$ cat src/rtl/add_sched.sv
// Two-requester scheduler sharing one 64-bit adder for add/sub.
// Subtract negates b in a first adder pass, then adds.
module add_sched #(
  parameter bit RR = 1'b1
) (
  input  logic        clk,
  input  logic        rst,
  input  logic        req0_valid,
  output logic        req0_ready,
  input  logic [63:0] req0_a,
  input  logic [63:0] req0_b,
  input  logic        req0_sub,
  input  logic        req1_valid,
  output logic        req1_ready,
  input  logic [63:0] req1_a,
  input  logic [63:0] req1_b,
  input  logic        req1_sub,
  output logic        resp_valid,
  output logic        resp_id,
  output logic [63:0] resp_sum,
  output logic        resp_zf,
  output logic        resp_sf,
  output logic        resp_of
);

  typedef enum logic [1:0] {
    S_IDLE,
    S_NEG,
    S_ADD,
    S_DONE
  } state_t;

  state_t r_state;
  state_t w_next;

  logic [63:0] r_a;
  logic [63:0] r_b;
  logic        r_sub;
  logic        r_id;
  logic        r_b63;
  logic        r_last;
  logic [63:0] r_sum;
  logic        r_resp_id;
  logic        r_zf;
  logic        r_sf;
  logic        r_of;

  logic        w_idle;
  logic        w_g1;
  logic        w_acc;
  logic [63:0] w_op_a;
  logic [63:0] w_op_b;
  logic [63:0] w_add;
  logic        w_of;

  // With both valid in RR mode, favour the one not granted last.
  always_comb begin
    if (RR)
      w_g1 = req1_valid && (!req0_valid || !r_last);
    else
      w_g1 = req1_valid && !req0_valid;
  end

  assign w_idle     = (r_state == S_IDLE) && !rst;
  assign w_acc      = w_idle && (req0_valid || req1_valid);
  assign req0_ready = w_idle && req0_valid && !w_g1;
  assign req1_ready = w_idle && w_g1;

  // Adder operands come only from internal registers.
  always_comb begin
    w_op_a = r_a;
    w_op_b = r_b;
    unique case (1'b1)
      (r_state == S_NEG): begin
        w_op_a = ~r_b;
        w_op_b = 64'd1;
      end
      default: begin
        w_op_a = r_a;
        w_op_b = r_b;
      end
    endcase
  end

  assign w_add = w_op_a + w_op_b;

  always_comb begin
    if (r_sub)
      w_of = (r_a[63] != r_b63) && (w_add[63] != r_a[63]);
    else
      w_of = (r_a[63] == r_b63) && (w_add[63] != r_a[63]);
  end

  always_comb begin
    w_next = r_state;
    unique case (r_state)
      S_IDLE: if (w_acc) begin
        if (w_g1) w_next = req1_sub ? S_NEG : S_ADD;
        else      w_next = req0_sub ? S_NEG : S_ADD;
      end
      S_NEG:   w_next = S_ADD;
      S_ADD:   w_next = S_DONE;
      S_DONE:  w_next = S_IDLE;
      default: w_next = S_IDLE;
    endcase
  end

  always_ff @(posedge clk) begin
    if (rst) begin
      r_state   <= S_IDLE;
      r_a       <= '0;
      r_b       <= '0;
      r_sub     <= 1'b0;
      r_id      <= 1'b0;
      r_b63     <= 1'b0;
      r_last    <= 1'b1;
      r_sum     <= '0;
      r_resp_id <= 1'b0;
      r_zf      <= 1'b0;
      r_sf      <= 1'b0;
      r_of      <= 1'b0;
    end else begin
      r_state <= w_next;
      if (w_acc) begin
        r_a    <= w_g1 ? req1_a : req0_a;
        r_b    <= w_g1 ? req1_b : req0_b;
        r_sub  <= w_g1 ? req1_sub : req0_sub;
        r_b63  <= w_g1 ? req1_b[63] : req0_b[63];
        r_id   <= w_g1;
        r_last <= w_g1;
      end
      if (r_state == S_NEG)
        r_b <= w_add;
      if (r_state == S_ADD) begin
        r_sum     <= w_add;
        r_resp_id <= r_id;
        r_zf      <= (w_add == 64'd0);
        r_sf      <= w_add[63];
        r_of      <= w_of;
      end
    end
  end

  assign resp_valid = (r_state == S_DONE) && !rst;
  assign resp_id    = r_resp_id;
  assign resp_sum   = r_sum;
  assign resp_zf    = r_zf;
  assign resp_sf    = r_sf;
  assign resp_of    = r_of;

endmodule

$ cat config.mk
export PLATFORM = sky130hd
export DESIGN_NAME = add_sched
export DESIGN_NICKNAME = d
export VERILOG_FILES = /design/src/rtl/add_sched.sv
export SDC_FILE = /design/constraint.sdc
export NUM_CORES = 1
export LEC_CHECK = 0
export CAP_MARGIN = 10
export CORE_MARGIN = 1
export CORE_UTILIZATION = 57
export CTS_BUF_LIST = sky130_fd_sc_hd__clkbuf_4 sky130_fd_sc_hd__clkbuf_8
export DETAILED_ROUTE_END_ITERATION = 6
export MAX_ROUTING_LAYER = met4
export PLACE_DENSITY = 0.95
export SLEW_MARGIN = 5
export SYNTH_ARGS = -nofsm -noshare
export SYNTH_HDL_FRONTEND = slang
export SYNTH_SLANG_ARGS = --single-unit
$ cat constraint.sdc
create_clock -name clk -period 6.8 [get_ports clk]
set_clock_uncertainty 0.1 [all_clocks]
set_input_delay 0.68 -clock clk [delete_from_list [all_inputs] [get_ports clk]]
set_output_delay 0.68 -clock clk [all_outputs]
set_load 0.005 [all_outputs]
==> qor.yml, run 1 <==
worst_slew_pin_slew_ps: 1110
cpLargestDelayFamily: "compound AO/OA/AOI/OAI gates"
slew_violations: 0
syn_inst: 1946
grt_pass1_wl_mm: 78.8
synth_warnings: 0
whs_ps: 387
placed_cell_area_um2: 18200
worstSetupEndpointType: "register"
grt_antenna_before_repair: 0
maxUsedRoutingLayer: "met4"
dieArea_um2: 26700
critPathBufInv: 2
rows: 58
rsz0062_at_grt: "no"
start_util_pct: 58.5
io_buffers: 332
fill_cells: 1805
status: "complete, no violations"
crit_path_max_fanout: 40
avgSynthCellArea_um2: 7.63
cts.path.max_buffers: 3
ctsHoldBuffers: 0
period_share_pct: 79.6
antenna_left: 0
dr.pass1.iters: 5
die_w_um: 163
ys_async_sr_fraction_pct: 0
clock_latency_ps: 540
cpMostUsedCell: "inv_1"
peakVddDrop_mv: 0.271
yosys_most_used_dff: "dfxtp_1"
clock-sinks: 201
slowest_delay_ps: 790
grt_max_degree: 183
num-nets-final: 2516
wl_met2_mm: 24.7
fin_ws_ps: 1390
setup_viol: 0
wl_met3_mm: 3.31
hold_viol: 0
syn_to_final_growth_pct: 28.0
multiInputGateArea_um2: 10200
avgViaCountPerCell: 6.28
period_minus_slack_ps: 5410
hold_path.class: "register to register"
core-area_um2: 25400
path_class: "register to register"
wl_per_cell_um: 19.9
htreeDepth: 2
routed_wl_mm: 50.7
die_h_um: 163
setup_tns_ps: 0
synthesis.area_um2: 14800
synth_edf_count: 0
power_density_nw_per_um2: 482
maxCapViolCount: 0
ys_seq_area_share_pct: 27.1
grt_overflow: 0
worstPathArrival_ps: 5710
numCtsBuffers: 35
grt_pass1_vias: 15300
crit_path_top_delay_cell: "inv_1"
drt-met1-wl_mm: 20.9
place_hpwl_mm: 37.3
max_freq_mhz: 185
cts_setup_buffers: 0
cts-resized-gates: 0
grt_usage_pct: 37.9
path_clk_slew_ps: 60
drt-initial-drc-count: 1408
cts_tree: "yes"
drc: 0
gp_congestion: 0.961
final_area_um2: 19000
max_slew_margin_pct: 26.2
path_cells: "inv_1, ha_4, inv_1, o21ai_0, ha_1, and4_4, nand3_1, a21o_1, a2111oi_0, nor3_1, a211o_1, nor4b_1, a311oi_1, nor4_1, nand4_1, o21ai_1"
place_ws_ps: 1530
synth-seq-cells: 201
diodes: 0
worstPathRequired_ps: 7090
critPathLaunchType: "register"
synthDistinctLibCells: 86
ios: 333
leakagePower_nw: 7.52
register_area_um2: 4020
vias: 16000
syn_nets: 2277
cts-root-buf: "clkbuf_8"
drive_above_1_share_pct: 5.11
==> power breakdown <==
| group | switching, mW | total (mW) | internal, mW |
|---|---|---|---|
| Combinational | 3.70 | 5.98 | 2.28 |
| Sequential | 0.279 | 1.85 | 1.57 |
| Clock | 0.533 | 1.33 | 0.798 |
| Total | 4.52 | 9.16 | 4.65 |
==> flip-flops by register name, indices dropped and copies added, names as in the netlist <==
signal,flops
r_id,1
r_b63,1
resp_sum,64
resp_id,1
r_state,2
r_b,64
resp_of,1
r_sub,1
r_a,64
resp_zf,1
r_last,1
==> worst paths after layout <==
| kind | startpoint | to | slack, ps | depth (start not counted) |
|---|---|---|---|---|
| worst max-delay path | r_state[1]$_SDFFE_PP0P_ | resp_zf$_SDFFE_PP0P_ | 1390 | 16 |
| worst min-delay path | resp_sum[32]$_SDFFE_PP0P_ | resp_sum[32]$_SDFFE_PP0P_ | 390 | 2 |
| worst max register to register | r_state[1]$_SDFFE_PP0P_ | resp_zf$_SDFFE_PP0P_ | 1390 | 16 |
| worst min register to register | resp_sum[32]$_SDFFE_PP0P_ | resp_sum[32]$_SDFFE_PP0P_ | 390 | 2 |
==> logic make-up after synthesis <==
kind of cell / synth area share (%)
compound gates: 25.9
mux: 13.0
simple gates: 22.1
buf+inv: 4.27
xor+xnor: 1.83
flops: 27.1
fa+ha+maj: 5.87
==> routing by layer <==
metal,vias up,GRT usage (%)
li1,7580,-
met1,7554,45.0
met2,697,64.7
met3,129,5.26
met4,0,13.9
met5,-,-
==> layout make-up <==
class                           instances  share of cell area, %
Tap cell                              330                   2.17
Multi-Input combinational cell       1589                   53.8
Sequential cell                       201                   21.2
Clock inverter                         10                  0.803
Clock buffer                           53                   3.61
Inverter                               16                  0.316
Timing Repair Buffer                  342                   18.1
==> synth_stat cells, drive strengths merged, types with 3 or more instances <==
library cell / n / share of area (%)
buf: 38 / 1.3
xnor2: 19 / 1.1
xor2: 12 / 0.71
a221o: 3 / 0.20
nor2: 377 / 9.5
o21ai: 83 / 2.8
mux2: 5 / 0.38
a21o: 43 / 2.2
nor3: 22 / 0.74
and2: 21 / 0.88
o31a: 3 / 0.18
a311oi: 10 / 0.63
o211a: 3 / 0.20
o2111a: 4 / 0.30
inv: 16 / 0.40
or3b: 3 / 0.18
nor3b: 4 / 0.20
o21bai: 3 / 0.18
clkbuf: 102 / 2.6
a2111oi: 5 / 0.30
a31o: 3 / 0.18
a21oi: 192 / 6.6
or3: 18 / 0.76
a31oi: 6 / 0.40
nand2: 113 / 2.9
mux2i: 187 / 13
a21boi: 6 / 0.30
nand3: 22 / 0.74
dfxtp: 201 / 27
a211o: 6 / 0.35
a22oi: 3 / 0.15
and3: 9 / 0.38
o2111ai: 4 / 0.24
nand2b: 6 / 0.25
o31ai: 4 / 0.20
a211oi: 149 / 7.6
nand4: 23 / 0.97
nor4: 17 / 0.80
a221oi: 5 / 0.34
nor2b: 67 / 2.8
o21a: 14 / 0.72
o211ai: 13 / 0.72
or2: 4 / 0.17
ha: 68 / 5.7
==> worst register-to-register path, cell delays in order (launching register included) <==
cell and delay, ps:
dfxtp_1 410, inv_1 130, ha_4 200, inv_1 790, o21ai_0 220, ha_1 540
and4_4 280, nand3_1 110, a21o_1 250, a2111oi_0 520, nor3_1 210, a211o_1 350
nor4b_1 160, a311oi_1 700, nor4_1 130, nand4_1 100, o21ai_1 60
==> stage by stage <==
stage	std cells	util [%]	power, mW
5_1_grt	2541	74.8	9.76
6_report	2541	74.8	9.16
4_1_cts	2541	74.8	9.03
3_3_place_gp	2478	71.5	7.50
3_5_place_dp	2478	71.5	7.64
2_1_floorplan	1946	-	5.93
==> layout by cell type, fill, tap and decap left out, types with 9 or more instances in the layout <==
master,instances
a21oi_1,188
inv_1,16
a21o_1,43
o211ai_1,11
o21ai_1,17
nor2b_1,67
nor4_1,15
o21ai_0,65
mux2i_1,187
clkdlybuf4s50_1,331
clkbuf_8,46
a211oi_1,147
xnor2_1,19
nand3_1,22
or3_1,18
xor2_1,12
dfxtp_1,201
nor3_1,22
and2_1,21
o21a_1,12
a311oi_1,9
nand4_1,23
ha_1,66
nand2_1,113
nor2_1,377
and3_1,9
Note: power is estimated with default switching activity, not from simulation.
==> run 2, diff against run 1 <==
- CORE_UTILIZATION: 57 -> 53
- PLACE_DENSITY: 0.95 -> 0.93
- clock period: 6.8 -> 5.2 ns (I/O delays scaled with it)
==> run 2 against run 1 <==
  * Critical path depth increased by 2
  * Combinational power increased by 33%
  * Design area increased by 0.76%
  * Hold slack got worse by 33 ps
  * Critical path type unchanged
  * Largest power group unchanged
  * Highest routed layer unchanged
==> qor.yml, run 2 (synthesis gave the netlist of run 1 again) <==
critPathLaunchType: "register"
io_buffers: 332  # unchanged
htreeDepth: 2  # unchanged
maxCapViolCount: 0  # unchanged
dr.pass1.iters: 6  # +1
start_util_pct: 54.5  # -4.0 points
peakVddDrop_mv: 0.331  # +22%
drc: 0  # unchanged
status: "complete, no violations"
grt_overflow: 0  # unchanged
path_class: "register to register"
max_freq_mhz: 203  # +9.9%
post-route-util_pct: 70.3  # -4.6 points
cts_tree: "yes"
ctsHoldBuffers: 0  # unchanged
period_share_pct: 94.8  # +15 points
hold_path.class: "input port to register"
rows: 60  # +3.4%
vias: 15600  # -1.9%
reg2reg_to: "resp_zf$_SDFFE_PP0P_"
syn_to_final_growth_pct: 29.0
cts-resized-gates: 0  # unchanged
routed_wl_mm: 49.8  # -1.7%
whs_ps: 354  # -33.4 ps
avgViaCountPerCell: 6.02  # -4.2%
busiest_layer: "met2"
die_w_um: 169  # +3.7%
hold_path.startpoint: "rst"
worstSetupEndpointType: "register"
dieArea_um2: 28700  # +7.5%
rsz0062_at_grt: "no"
crit_path_max_fanout: 131  # +230%
worstPathArrival_ps: 5220  # -490 ps
leakagePower_nw: 7.59  # +0.92%
clock-sinks: 201  # unchanged
worst_r2r_path_depth: 18  # +2
cts.path.max_buffers: 3  # unchanged
path_clk_slew_ps: 60  # about the same
grt_util_met3_pct: 5.41  # +0.15 points
max_slew_margin_pct: 30.9  # +4.7 points
final_common_cell: "nor2_1"
use_met1_pct: 39.9  # -5.1 points
grt_antenna_before_repair: 0  # unchanged
numCtsBuffers: 35  # unchanged
power_density_nw_per_um2: 621  # +29%
worst_slew_pin_slew_ps: 1040  # -69.4 ps
drt-initial-drc-count: 1216  # -14%
period_minus_slack_ps: 4930  # -486 ps
grt_pass1_wl_mm: 76.8  # -2.4%
reg2reg_setup_slack_ps: 270  # -1110 ps
slew_violations: 0  # unchanged
core-area_um2: 27300  # +7.3%
setup_tns_ps: 0  # unchanged
grt_pass1_vias: 15000  # -2.2%
gp_congestion: 0.972  # +1.2%
cts-root-buf: "clkbuf_8"
gr-usage-met2_pct: 60.3  # -4.4 points
grt_usage_pct: 34.5  # -3.3 points
ios: 333  # unchanged
fill_cells: 2132  # +18%
layout_common_cells: "nor2_1 (377), clkdlybuf4s50_1 (331), dfxtp_1 (201)"
whs_endpoint: "r_b[63]$_SDFFE_PP0P_"
num-nets-final: 2536  # +0.79%
clock_latency_ps: 550  # about the same
antenna_left: 0  # unchanged
regToRegStartpoint: "r_state[1]$_SDFFE_PP0P_"
cts_setup_buffers: 0  # unchanged
die_h_um: 169  # +3.7%
setup_viol: 0  # unchanged
hold_viol: 0  # unchanged
diodes: 0  # unchanged
min_path_cells: 2  # unchanged
wl_per_cell_um: 19.2  # -3.9%
place_hpwl_mm: 38.3  # +2.6%
grt_max_degree: 146  # -20%
drive_above_1_share_pct: 5.83  # +0.72 points
worstPathRequired_ps: 5490  # -1600 ps
-- run 2: cell types whose count changed in the layout (fill, tap and decap cells not counted) --
cell,change
clkbuf_4,+5
o21ai_0,-1
buf_4,+17
buf_12,+3
clkinv_2,-4
clkinv_4,+1
clkbuf_8,-3
inv_6,+1
bufinv_16,-3
o21ai_1,+1
-- run 2: cell type report --
type,count,area (um2),area share [%]
Timing Repair Buffer,362,3620,18.9
Multi-Input combinational cell,1589,10200,53.4
Clock buffer,55,682,3.56
Inverter,16,60.1,0.314
Clock inverter,5,60.1,0.314
Sequential cell,201,4020,21.0
Tap cell,372,465,2.43
-- run 2: stage by stage --
| stage | total power [mW] | cells | setup WS, ps | instance area (um2) |
|---|---|---|---|---|
| floorplan | 7.76 | 1946 | 935 | 14800 |
| global placement | 10.0 | 2540 | 360 | 18400 |
| detailed placement | 10.2 | 2540 | 347 | 18400 |
| CTS | 11.8 | 2600 | 327 | 19100 |
| global route | 12.7 | 2600 | 18.9 | 19100 |
| finish | 11.9 | 2600 | 271 | 19100 |
-- run 2: metal layers --
metal / part of all wire, % / vias up
li1: - / 7612
met1: 41 / 7324
met2: 49 / 610
met3: 6.2 / 103
met4: 3.3 / 0
met5: 0 / -
-- run 2: worst max path at each step --
| stage | startpoint | endpoint |
|---|---|---|
| 2_1_floorplan | r_state[1]$_SDFFE_PP0P_ | resp_zf$_SDFFE_PP0P_ |
| 4_1_cts | r_state[1]$_SDFFE_PP0P_ | resp_zf$_SDFFE_PP0P_ |
| 6_report | r_state[1]$_SDFFE_PP0P_ | resp_zf$_SDFFE_PP0P_ |
| 3_5_place_dp | r_state[1]$_SDFFE_PP0P_ | resp_zf$_SDFFE_PP0P_ |
| 5_1_grt | r_state[1]$_SDFFE_PP0P_ | resp_zf$_SDFFE_PP0P_ |
| 3_3_place_gp | r_state[1]$_SDFFE_PP0P_ | resp_zf$_SDFFE_PP0P_ |
-- run 2: report_power, final --
group          switching (mW)  total (mW)  internal [mW]
logic                    4.85        7.94           3.09
registers               0.350        2.40           2.05
clock network           0.668        1.55          0.883
total                    5.87        11.9           6.03
-- run 2: worst max-delay path, stage by stage (launching register included) --
cell and delay [ps]:
dfxtp_1 370, inv_1 160, ha_4 190, buf_12 350, nor2_1 100, a21oi_1 190, ha_1 370, a21oi_1 260
o21ai_0 120, buf_4 170, a211oi_2 420, o211ai_1 190, o311ai_2 470, nor2_1 100, a2111oi_1 650, a2111o_1 200
nor4_2 40, nand4_1 120, o21ai_1 60
